===== config.mk =====
export PLATFORM = sky130hd
export DESIGN_NAME = control_salto_predictivo
export DESIGN_NICKNAME = d
export VERILOG_FILES = /design/src/rtl/control_salto_predictivo.sv
export SDC_FILE = /design/constraint.sdc
export NUM_CORES = 1
export LEC_CHECK = 0
export CORE_ASPECT_RATIO = 1.1
export CORE_MARGIN = 10
export CORE_UTILIZATION = 47
export DETAILED_ROUTE_END_ITERATION = 16
export GPL_TIMING_DRIVEN = 0
export PLACE_DENSITY = 0.75
export SETUP_SLACK_MARGIN = 0.05
export SYNTH_ARGS = -nofsm -noshare
export SYNTH_HDL_FRONTEND = slang
export SYNTH_SLANG_ARGS = --single-unit

===== constraint.sdc =====
create_clock -name clk -period 3 [get_ports clk]
set_clock_uncertainty 0.15 [all_clocks]
set_input_delay 0.3 -clock clk [delete_from_list [all_inputs] [get_ports clk]]
set_output_delay 0.3 -clock clk [all_outputs]
set_load 0.01 [all_outputs]

===== src/rtl/control_salto_predictivo.sv =====
// control_salto_predictivo: EX-stage RV32I branch resolution with a 2-bit saturating BHT for IF prediction.
// Define CONTROL_SALTO_STATS_EN to add resolved-branch and mispredict counters.
module control_salto_predictivo #(
    parameter int W         = 32,
    parameter int BHT_DEPTH = 64
) (
    input  logic         clk,
    input  logic         rst_n,
    input  logic [W-1:0] pred_pc_i,
    output logic         pred_taken_o,
    input  logic         ex_valid_i,
    input  logic         ex_kill_i,
    input  logic [W-1:0] ex_instr_i,
    input  logic [W-1:0] ex_pc_i,
    input  logic [W-1:0] ex_rs1_i,
    input  logic [W-1:0] ex_rs2_i,
    input  logic         ex_pred_taken_i,
    output logic         salto_o,
`ifdef CONTROL_SALTO_STATS_EN
    output logic         flush_o,
    output logic [31:0]  branch_count_o,
    output logic [31:0]  mispredict_count_o
`else
    output logic         flush_o
`endif
);
    localparam int IDX_W = $clog2(BHT_DEPTH);

    logic [1:0]       bht [BHT_DEPTH];
    logic [2:0]       funct3;
    logic [IDX_W-1:0] pred_idx;
    logic [IDX_W-1:0] ex_idx;
    logic             eq;
    logic             lt;
    logic             ltu;
    logic             taken;
    logic             is_branch;
    logic             mispredict;
    logic [1:0]       cnt;
    logic             unused;

    assign funct3       = ex_instr_i[14:12];
    assign pred_idx     = pred_pc_i[IDX_W+1:2];
    assign ex_idx       = ex_pc_i[IDX_W+1:2];
    assign pred_taken_o = bht[pred_idx][1];
    assign unused       = ^{pred_pc_i[W-1:IDX_W+2], pred_pc_i[1:0], ex_pc_i[W-1:IDX_W+2],
                            ex_pc_i[1:0], ex_instr_i[W-1:15], ex_instr_i[11:7]};

    always_comb begin
        eq         = ex_rs1_i == ex_rs2_i;
        lt         = $signed(ex_rs1_i) < $signed(ex_rs2_i);
        ltu        = ex_rs1_i < ex_rs2_i;
        // funct3[0] inverts the base comparison: bne/bge/bgeu
        taken      = (funct3[2] ? (funct3[1] ? ltu : lt) : eq) ^ funct3[0];
        is_branch  = ex_valid_i & ~ex_kill_i & (ex_instr_i[6:0] == 7'b1100011)
                   & (funct3[2] | ~funct3[1]);
        mispredict = is_branch & (taken != ex_pred_taken_i);
        cnt        = bht[ex_idx];
    end

    always_ff @(posedge clk or negedge rst_n) begin
        if (!rst_n) begin
            for (int i = 0; i < BHT_DEPTH; i++) bht[i] <= 2'b01;
            salto_o <= 1'b0;
            flush_o <= 1'b0;
        end else begin
            salto_o <= is_branch & taken;
            flush_o <= mispredict;
            if (is_branch)
                bht[ex_idx] <= taken ? (cnt == 2'b11 ? cnt : cnt + 2'd1)
                                     : (cnt == 2'b00 ? cnt : cnt - 2'd1);
        end
    end

`ifdef CONTROL_SALTO_STATS_EN
    always_ff @(posedge clk or negedge rst_n) begin
        if (!rst_n) begin
            branch_count_o     <= '0;
            mispredict_count_o <= '0;
        end else begin
            branch_count_o     <= branch_count_o + {31'd0, is_branch};
            mispredict_count_o <= mispredict_count_o + {31'd0, mispredict};
        end
    end
`endif
endmodule


# Word level (Yosys, flattened, before mapping)
# Cells that the tools add are included.
# word_totals
ff_bits,130
input_bits,165
out_inout_bits,3
word_cells,104
# op_classes
n_addsub,2
n_lt_le_gt_ge,5
n_eq_ne,4
mux,14
bitwise,11
reduce_logical,2
# op_table
op,n
$bwmux 128,1
$lt 32x32->1,2
$eq 32x32->1,1
$bmux 2 s6,2
$mux 2,8
$ge 7x7->1 const B,2
$not 6->7,2
$demux 2 s6,1
$eq 7x7->1 const B,1
$lt 7x1->1 const B,1
$and 1x1->1,5
$add 2x1->2 const B,1
$eq 2x2->1 const B,1
$logic_not 2->1,1
$mux 1,2
$not 1->1,2
$sub 2x1->2 const B,1
$logic_and 1x1->1,1
$ne 1x1->1,1
$or 1x1->1,1
$xor 1x1->1,1

# Depth between registers and ports, before layout
# Gate-level depths: netlist of the first run.
# logic_depth
ltp_word,8
mapped_depth,12

# Worst setup path after synthesis of the first run
# No wires, ideal clock.
# synth_timing
path_type,input to output
start,in pred_pc_i[2]
end,out pred_taken_o
arrival_ns,2.740
t_required_ns,2.550
path_slack_ns,-0.190
path_stages,5
n_path_buf,2
cell_sequence,clkbuf_1 -> buf_1 -> mux4_2 -> mux4_2 -> mux4_2
# synth_between
elab_chain_len,4
# synth_lines
item,line,text
start: declaration,9,"input logic [W-1:0] pred_pc_i,"
$not 6->7 (implied by the code),45,assign pred_taken_o = bht[pred_idx][1];
$bmux 2 s6,45,
$mux 2 (implied by the code) (2 in a row),45,
end: declaration,10,"output logic pred_taken_o,"
# No other way between the ends. The select of a mux whose other input is x is not followed.

# Worst setup path after layout of the first run
# layout_timing
start,in ex_rs1_i[13]
end,reg bht[56] (netlist name)
# layout_between
elab_chain_len,6
word_cells_on_any_way,8
classes_between,2 x order compare; 1 x eq/ne; 4 x mux; 1 x bitwise
# layout_lines
item,line,text
start: declaration,15,"input logic [W-1:0] ex_rs1_i,"
$lt 32x32->1 (on tied branches),"51, 52",
$mux 1,54,taken = (funct3[2] ? (funct3[1] ? ltu : lt) : eq) ^ funct3[0];
$mux 1 (*),54,
$xor 1x1->1 (*),54,
$mux 2 (*),70,bht[ex_idx] <= taken ? (cnt == 2'b11 ? cnt : cnt + 2'd1)
$bwmux 128 (*),70,
end signal: indexed assignment,70,
end: declaration,29,logic [1:0] bht [BHT_DEPTH];
# Every way passes the cells marked *; elsewhere a longest branch is shown, timed or not.
# A chain may end at the register's enable or synchronous reset.

==> flow_summary.json, run 1 <==
{
  "status": "complete, no violations",
  "drive_gt1_share_pct": 30.2,
  "p_sw_mw": 1.33,
  "vias": 8009,
  "route.detailed.drc": 0,
  "grtUsageTotal_pct": 25.4,
  "wl_per_cell_um": 24.7,
  "wirelength_met1_um": 11000,
  "worst_setup_path_end_kind": "flip-flop",
  "power_mw": 4.77,
  "clk_pin_slew_worst_paths_ns": 0.06,
  "grt-ovfl-total": 0,
  "clk_path_buf_depth": 2,
  "syn_nets": 1065,
  "tritoncts": "done",
  "fin_setup_tns_ns": 0,
  "critPathKind": "in2reg",
  "crit_arrival_ns": 3.14,
  "cts_sinks": 130,
  "synth-adder-area-share_pct": 5.00,
  "rsz0062_at_grt": "yes",
  "ios": 168,
  "start_util_pct": 47.4,
  "worstPathMaxFanout": 8,
  "ant_nets": 0,
  "ys_types": 55,
  "ys_seq_elements": 130,
  "grt_max_degree": 77,
  "leakage_nw": 4.42,
  "p_clk_share_pct": 43.4,
  "p_int_mw": 3.44,
  "antenna_found_initial": 2,
  "critPathMaxStageDelay_ns": 0.53,
  "core_area_sq_mm": 0.0169,
  "slowest_stage": "clkdlybuf4s50_1",
  "fin_nets": 1193,
  "mostFrequentLayoutCells": "o21ai_0 (133), nor2_1 (89), a21oi_1 (81)",
  "synth.cell_area_sq_mm": 0.00801,
  "synth_edf_count": 0,
  "yosys.area_share.xor_xnor_pct": 0,
  "worstReg2RegStart": "bht[33]$_DFFE_PN0P_",
  "ir_drop_v": 0.000418,
  "dr_wl_met2_um": 13700,
  "synth_compound_area_share_pct": 20.9,
  "post-place-ws_ns": -0.991,
  "fin_ws_ns": 0.0448,
  "final_common_cell": "o21ai_0",
  "dp_hpwl_um": 19400,
  "swShare_pct": 27.9,
  "power.density_mw_per_mm2": 442,
  "clkLatencyLatePin_ns": 0.44,
  "highest_layer": "met4",
  "vias_per_cell": 6.57,
  "max_freq_mhz": 338,
  "cts_root_buffer": "clkbuf_16",
  "yosys-mux-area-fraction_pct": 12.8,
  "cts_buffers": 17,
  "critPathRequiredTime_ns": 3.18,
  "path_cells": "clkdlybuf4s50_1 > ha_4 > nand3_1 > nand2_1 > a221oi_2 > o211ai_1 > mux2_4 > or3_4 > a31oi_4 > buf_12 > buf_12 > buf_16 > a31oi_2",
  "drtPass1Iterations": 6,
  "area_delta_synth_final_pct": 34.8,
  "pwr-share-comb_pct": 19.6,
  "timing.final.hold_violations": 0,
  "htreeDepth": 4,
  "io_buffers": 88,
  "post-route-min-period_ns": 2.96,
  "maxSlewViolCount": 0,
  "die_y_um": 157,
  "die_area_sq_mm": 0.0227,
  "hold-worst-slack_ns": 0.267,
  "drt-initial-drc-count": 1054,
  "place_inst": 1165,
  "gp_congestion": 1.04,
  "grt_pass1_wl_um": 43800,
  "seq_area_frac_synth_pct": 41.6,
  "grt_pass1_vias": 7683,
  "die_w_um": 144,
  "p_seq_share_pct": 37.0,
  "worstHoldPathType": "in2async",
  "async_reset_ff_share_pct": 100,
  "tightest_slew_ns": 0.781,
  "num_rows": 50,
  "startpoint_type": "input pin",
  "reg2reg_slack_ns": 0.12,
  "reg2reg_to": "bht[56]$_DFFE_PN1P_",
  "synth_cells": 868,
  "avgSynthCellArea_sq_um": 9.23,
  "synthSimpleGateAreaFrac_pct": 13.9,
  "synth_warnings": 0,
  "met3_wirelength_um": 3700,
  "finalSetupViolations": 0,
  "fin_cells": 1219,
  "synth_top_family_by_area": "compound AO/OA/AOI/OAI gates",
  "r2r_cells": 12,
  "synth_ff_type": "dfrtp_1",
  "period_share_pct": 98.5,
  "maxCapViolCount": 0,
  "slew_headroom_pct": 47.9,
  "drt-total-wl_um": 30100,
  "cpMostUsedCell": "buf_12"
}
sequential cells by signal (all words and copies together) (netlist names):
name,flops
bht,128
flush_o,1
salto_o,1
worst max-delay path, delay by kind of cell:
kind,cells,cell delay [ns]
AND/OR/NAND/NOR,3,0.63
adder cells (fa/ha/maj),1,0.23
AO/OA/AOI/OAI,4,0.70
buffers and inverters,4,0.93
multiplexers,1,0.34
power by group through the flow:
stage | Clock, mW | Sequential [mW] | Combinational, mW
2_1_floorplan | 0 | 1.79 | 0.334
3_3_place_gp | 0 | 1.79 | 0.625
3_5_place_dp | 0 | 1.79 | 0.632
4_1_cts | 2.06 | 1.76 | 0.838
5_1_grt | 2.15 | 1.76 | 0.983
6_report | 2.07 | 1.76 | 0.935
how the worst max path moves through the flow:
stage / startpoint / to / slack [ns] / cells after the start
final: ex_rs1_i[13] / bht[56]$_DFFE_PN1P_ / 0.04 / 13
after detailed placement: ex_rs2_i[27] / bht[7]$_DFFE_PN0P_ / -0.99 / 13
after global placement: rst_n / bht[95]$_DFFE_PN0P_ / -3.57 / 1
after global routing: ex_rs1_i[13] / bht[76]$_DFFE_PN1P_ / -0.08 / 13
after CTS: ex_instr_i[3] / bht[48]$_DFFE_PN1P_ / 0.005 / 9
after floorplan: pred_pc_i[2] / pred_taken_o / 0.05 / 5
cell type report:
| cell class | count | area (sq um) |
|---|---|---|
| Fill cell | 1273 | 6090 |
| Clock buffer | 19 | 443 |
| Buffer | 65 | 469 |
| Inverter | 36 | 135 |
| Clock inverter | 13 | 135 |
| Antenna cell | 2 | 5.00 |
| Tap cell | 208 | 260 |
| Timing Repair Buffer | 113 | 1280 |
| Multi-Input combinational cell | 633 | 4740 |
| Sequential cell | 130 | 3330 |
cells in the mapped netlist, types with 10 or more instances:
cell type,instances,share of area [%]
a221oi_1,10,1.1
dfrtp_1,66,21
nand3_1,32,2.0
o21ai_0,138,8.6
mux2_2,11,1.5
nor2_1,93,4.4
dfstp_2,64,21
nand2_1,70,3.3
a21oi_1,89,5.6
mux4_2,35,9.8
a31oi_1,25,2.0
ha_1,32,5.0
clkbuf_1,41,1.9
mux2i_1,10,1.2
inv_1,36,1.7
layer usage:
layer	track usage (%)	vias up
li1	-	3433
met1	31.9	3862
met2	38.7	572
met3	7.47	142
met4	13.1	0
met5	0	-
stage by stage:
step / util [%] / instance area [sq um]
final: 63.9 / 10800
after global routing: 63.9 / 10800
after CTS: 61.5 / 10400
after detailed placement: 54.4 / 9180
after global placement: 54.2 / 9150
after floorplan: - / 8010
what timing repair did:
action | 4_1_cts | 5_1_grt
hold endpoints to repair | 40 | 0
cloned | 2 | 2
endpoints found under the setup margin | 129 | 128
setup buffers | 17 | 2
hold buffers | 1 | 0
pin swaps | 12 | 23
gates resized for setup | 112 | 102
logic make-up after synthesis:
kind of cell	Yosys count
buffers and inverters	105
multiplexers	57
AO/OA/AOI/OAI	298
flip-flops	130
AND/OR/NAND/NOR	246
adder cells (fa/ha/maj)	32
Power figures use the tool's default switching activity.
==> run 2: changes to the inputs <==
--- a/config.mk
+++ b/config.mk
@@ -5,12 +5,14 @@
 export SDC_FILE = /design/constraint.sdc
 export NUM_CORES = 1
 export LEC_CHECK = 0
+export CELL_PAD_IN_SITES_DETAIL_PLACEMENT = 1
+export CELL_PAD_IN_SITES_GLOBAL_PLACEMENT = 2
 export CORE_ASPECT_RATIO = 1.1
 export CORE_MARGIN = 10
-export CORE_UTILIZATION = 47
+export CORE_UTILIZATION = 28
 export DETAILED_ROUTE_END_ITERATION = 16
 export GPL_TIMING_DRIVEN = 0
-export PLACE_DENSITY = 0.75
+export PLACE_DENSITY = 0.74
 export SETUP_SLACK_MARGIN = 0.05
 export SYNTH_ARGS = -nofsm -noshare
 export SYNTH_HDL_FRONTEND = slang
==> run 2 against run 1 <==
Effect of this change: wire length increased by 11%; critical endpoint is now pred_taken_o; largest cell class unchanged; sequential power about the same; largest power group unchanged; sequential cell count unchanged; die area increased by 58%.
==> flow_summary.json, run 2 (same netlist as run 1, synthesis figures left out) <==
{
  "reg2reg_slack_ns": 0.16,
  "drive_gt1_share_pct": 28.9,
  "ios": 168,
  "final_common_cell": "o21ai_0",
  "htreeDepth": 4,
  "period_share_pct": 99.1,
  "vias_per_cell": 5.57,
  "maxCapViolCount": 0,
  "fin_util_pct": 39.1,
  "die_w_um": 181,
  "cts_buffers": 17,
  "fin_cells": 1367,
  "ir_drop_v": 0.000265,
  "cts_sinks": 130,
  "worstHoldPathType": "in2async",
  "tritoncts": "done",
  "critPathKind": "reg2out",
  "clk_path_buf_depth": 2,
  "status": "complete, no violations",
  "finalSetupViolations": 0,
  "grt_pass1_wl_um": 49300,
  "worst_setup_path_end_kind": "output pin",
  "fin_nets": 1188,
  "clk_pin_slew_worst_paths_ns": 0.06,
  "start_util_pct": 28.6,
  "drt-initial-drc-count": 574,
  "critPathRequiredTime_ns": 2.55,
  "startpoint_type": "flip-flop",
  "critPathMaxStageDelay_ns": 0.54,
  "diodes": 0,
  "worst-path-buf-inv": 1,
  "max_freq_mhz": 336,
  "fin_ws_ns": 0.0279,
  "rsz0062_at_grt": "yes",
  "post-route-min-period_ns": 2.97,
  "core_area_sq_mm": 0.0280,
  "gp_congestion": 0.902,
  "place_inst": 1320,
  "grtUsageTotal_pct": 18.0,
  "crit_arrival_ns": 2.52,
  "vias": 7612,
  "power.density_mw_per_mm2": 442,
  "drt-total-wl_um": 33500,
  "slowest_stage": "mux4_2",
  "post-place-ws_ns": -1.17,
  "leakage_nw": 4.38,
  "dp_hpwl_um": 23500,
  "num_rows": 64,
  "top_regs": "bht x128, flush_o x1, salto_o x1",
  "worstPathMaxFanout": 3,
  "antenna_found_initial": 1,
  "ant_nets": 0,
  "drtPass1Iterations": 5,
  "mostFrequentLayoutCells": "o21ai_0 (129), nor2_1 (88), a21oi_1 (84)",
  "timing.final.hold_violations": 0,
  "area_delta_synth_final_pct": 36.8,
  "io_buffers": 88,
  "cts_root_buffer": "clkbuf_16",
  "clkLatencyLatePin_ns": 0.43,
  "largest_reg_flops": 128,
  "wl_per_cell_um": 24.5,
  "regMostFlops": "bht",
  "grt_pass1_vias": 7692,
  "cpMostUsedCell": "mux4_2",
  "path_cells": "mux4_2 > mux4_2 > mux4_2 > buf_6",
  "grt-ovfl-total": 0,
  "route.detailed.drc": 0,
  "die_y_um": 197,
  "cpLargestDelayFamily": "multiplexers",
  "grt_max_degree": 82,
  "slew_headroom_pct": 41.1,
  "tightest_slew_ns": 0.883,
  "maxSlewViolCount": 0,
  "die_area_sq_mm": 0.0358
}
-- run 2: cell types whose count changed in the layout (fill, tap and decap cells not counted), sizes merged --
cell,change
diode,-2
clkdlybuf4s50,+12
dlymetal6s2s,-2
bufinv,-1
clkinvlp,-2
buf,-1
dlygate4sd2,-10
clkinv,-2
inv,+1
-- run 2: path summary, 6_finish.rpt --
check	startpoint	to	cells past startpoint
max	bht[105]$_DFFE_PN0P_	pred_taken_o	4
min	rst_n	bht[41]$_DFFE_PN0P_	2
max reg2reg	bht[87]$_DFFE_PN0P_	bht[48]$_DFFE_PN1P_	10
min reg2reg	bht[34]$_DFFE_PN1P_	bht[34]$_DFFE_PN1P_	2
max in group asynchronous	rst_n	bht[100]$_DFFE_PN1P_	3
min in group clk	ex_pc_i[5]	bht[49]$_DFFE_PN0P_	4
-- run 2: timing repair --
item | in CTS | in global routing
gates cloned | 0 | 4
pin swaps | 6 | 15
setup endpoints to repair | 130 | 129
gates resized for setup | 79 | 123
hold endpoints to repair | 33 | 0
buffers inserted | 6 | 7
hold buffers | 1 | 0
-- run 2: worst register-to-register path: stages, from the launching register on --
cell       delay [ns]
dfrtp_1          0.40
mux4_2           0.51
mux2i_4          0.21
o22ai_1          0.13
a211oi_2         0.27
and4_4           0.31
nand2b_1         0.10
a31oi_4          0.23
buf_8            0.18
clkbuf_16        0.16
a31oi_1          0.08
-- run 2: final cells by class --
cell class,count,area (sq um)
plain buffers,66,477
clock buffers,23,522
clock inverters,9,90.1
fillers,3167,17100
inverters,36,135
multi-input cells,633,4750
flip-flops and latches,130,3330
well taps,363,454
repair buffers,107,1190
-- run 2: where the power goes --
part           internal (mW)  switching (mW)
Sequential              1.76         0.00147
Clock                   1.32           0.860
Combinational          0.401           0.503
Total                   3.48            1.36
-- run 2: metrics by stage --
step	hold WS, ns	instance area (sq um)	TNS, ns	power (mW)
after floorplan	-0.146	8010	0	2.12
after global placement	0.339	9350	-542.07	2.46
after detailed placement	0.134	9380	-127.66	2.47
after CTS	0.265	10300	0	4.73
after global routing	0.276	11000	0	5.01
final	0.232	11000	0	4.84
-- run 2: per-layer routing --
| metal | track usage (%) | routed length [um] | vias to the layer above | share of wire [%] |
|---|---|---|---|---|
| met3 | 3.46 | 1880 | 46 | 5.6 |
| met2 | 29.3 | 16200 | 250 | 48 |
| li1 | - | - | 3425 | - |
| met1 | 23.9 | 14600 | 3889 | 44 |
| met5 | 0 | 8 | - | 0.024 |
| met4 | 5.22 | 744 | 2 | 2.2 |
==> run 3: changes to the inputs <==
--- a/config.mk
+++ b/config.mk
@@ -12,6 +12,7 @@
 export CORE_UTILIZATION = 28
 export DETAILED_ROUTE_END_ITERATION = 16
 export GPL_TIMING_DRIVEN = 0
+export HOLD_SLACK_MARGIN = 0.06
 export PLACE_DENSITY = 0.74
 export SETUP_SLACK_MARGIN = 0.05
 export SYNTH_ARGS = -nofsm -noshare
==> results of run 3 <==
The final DEF is identical to that of run 2; final timing and power are the same.
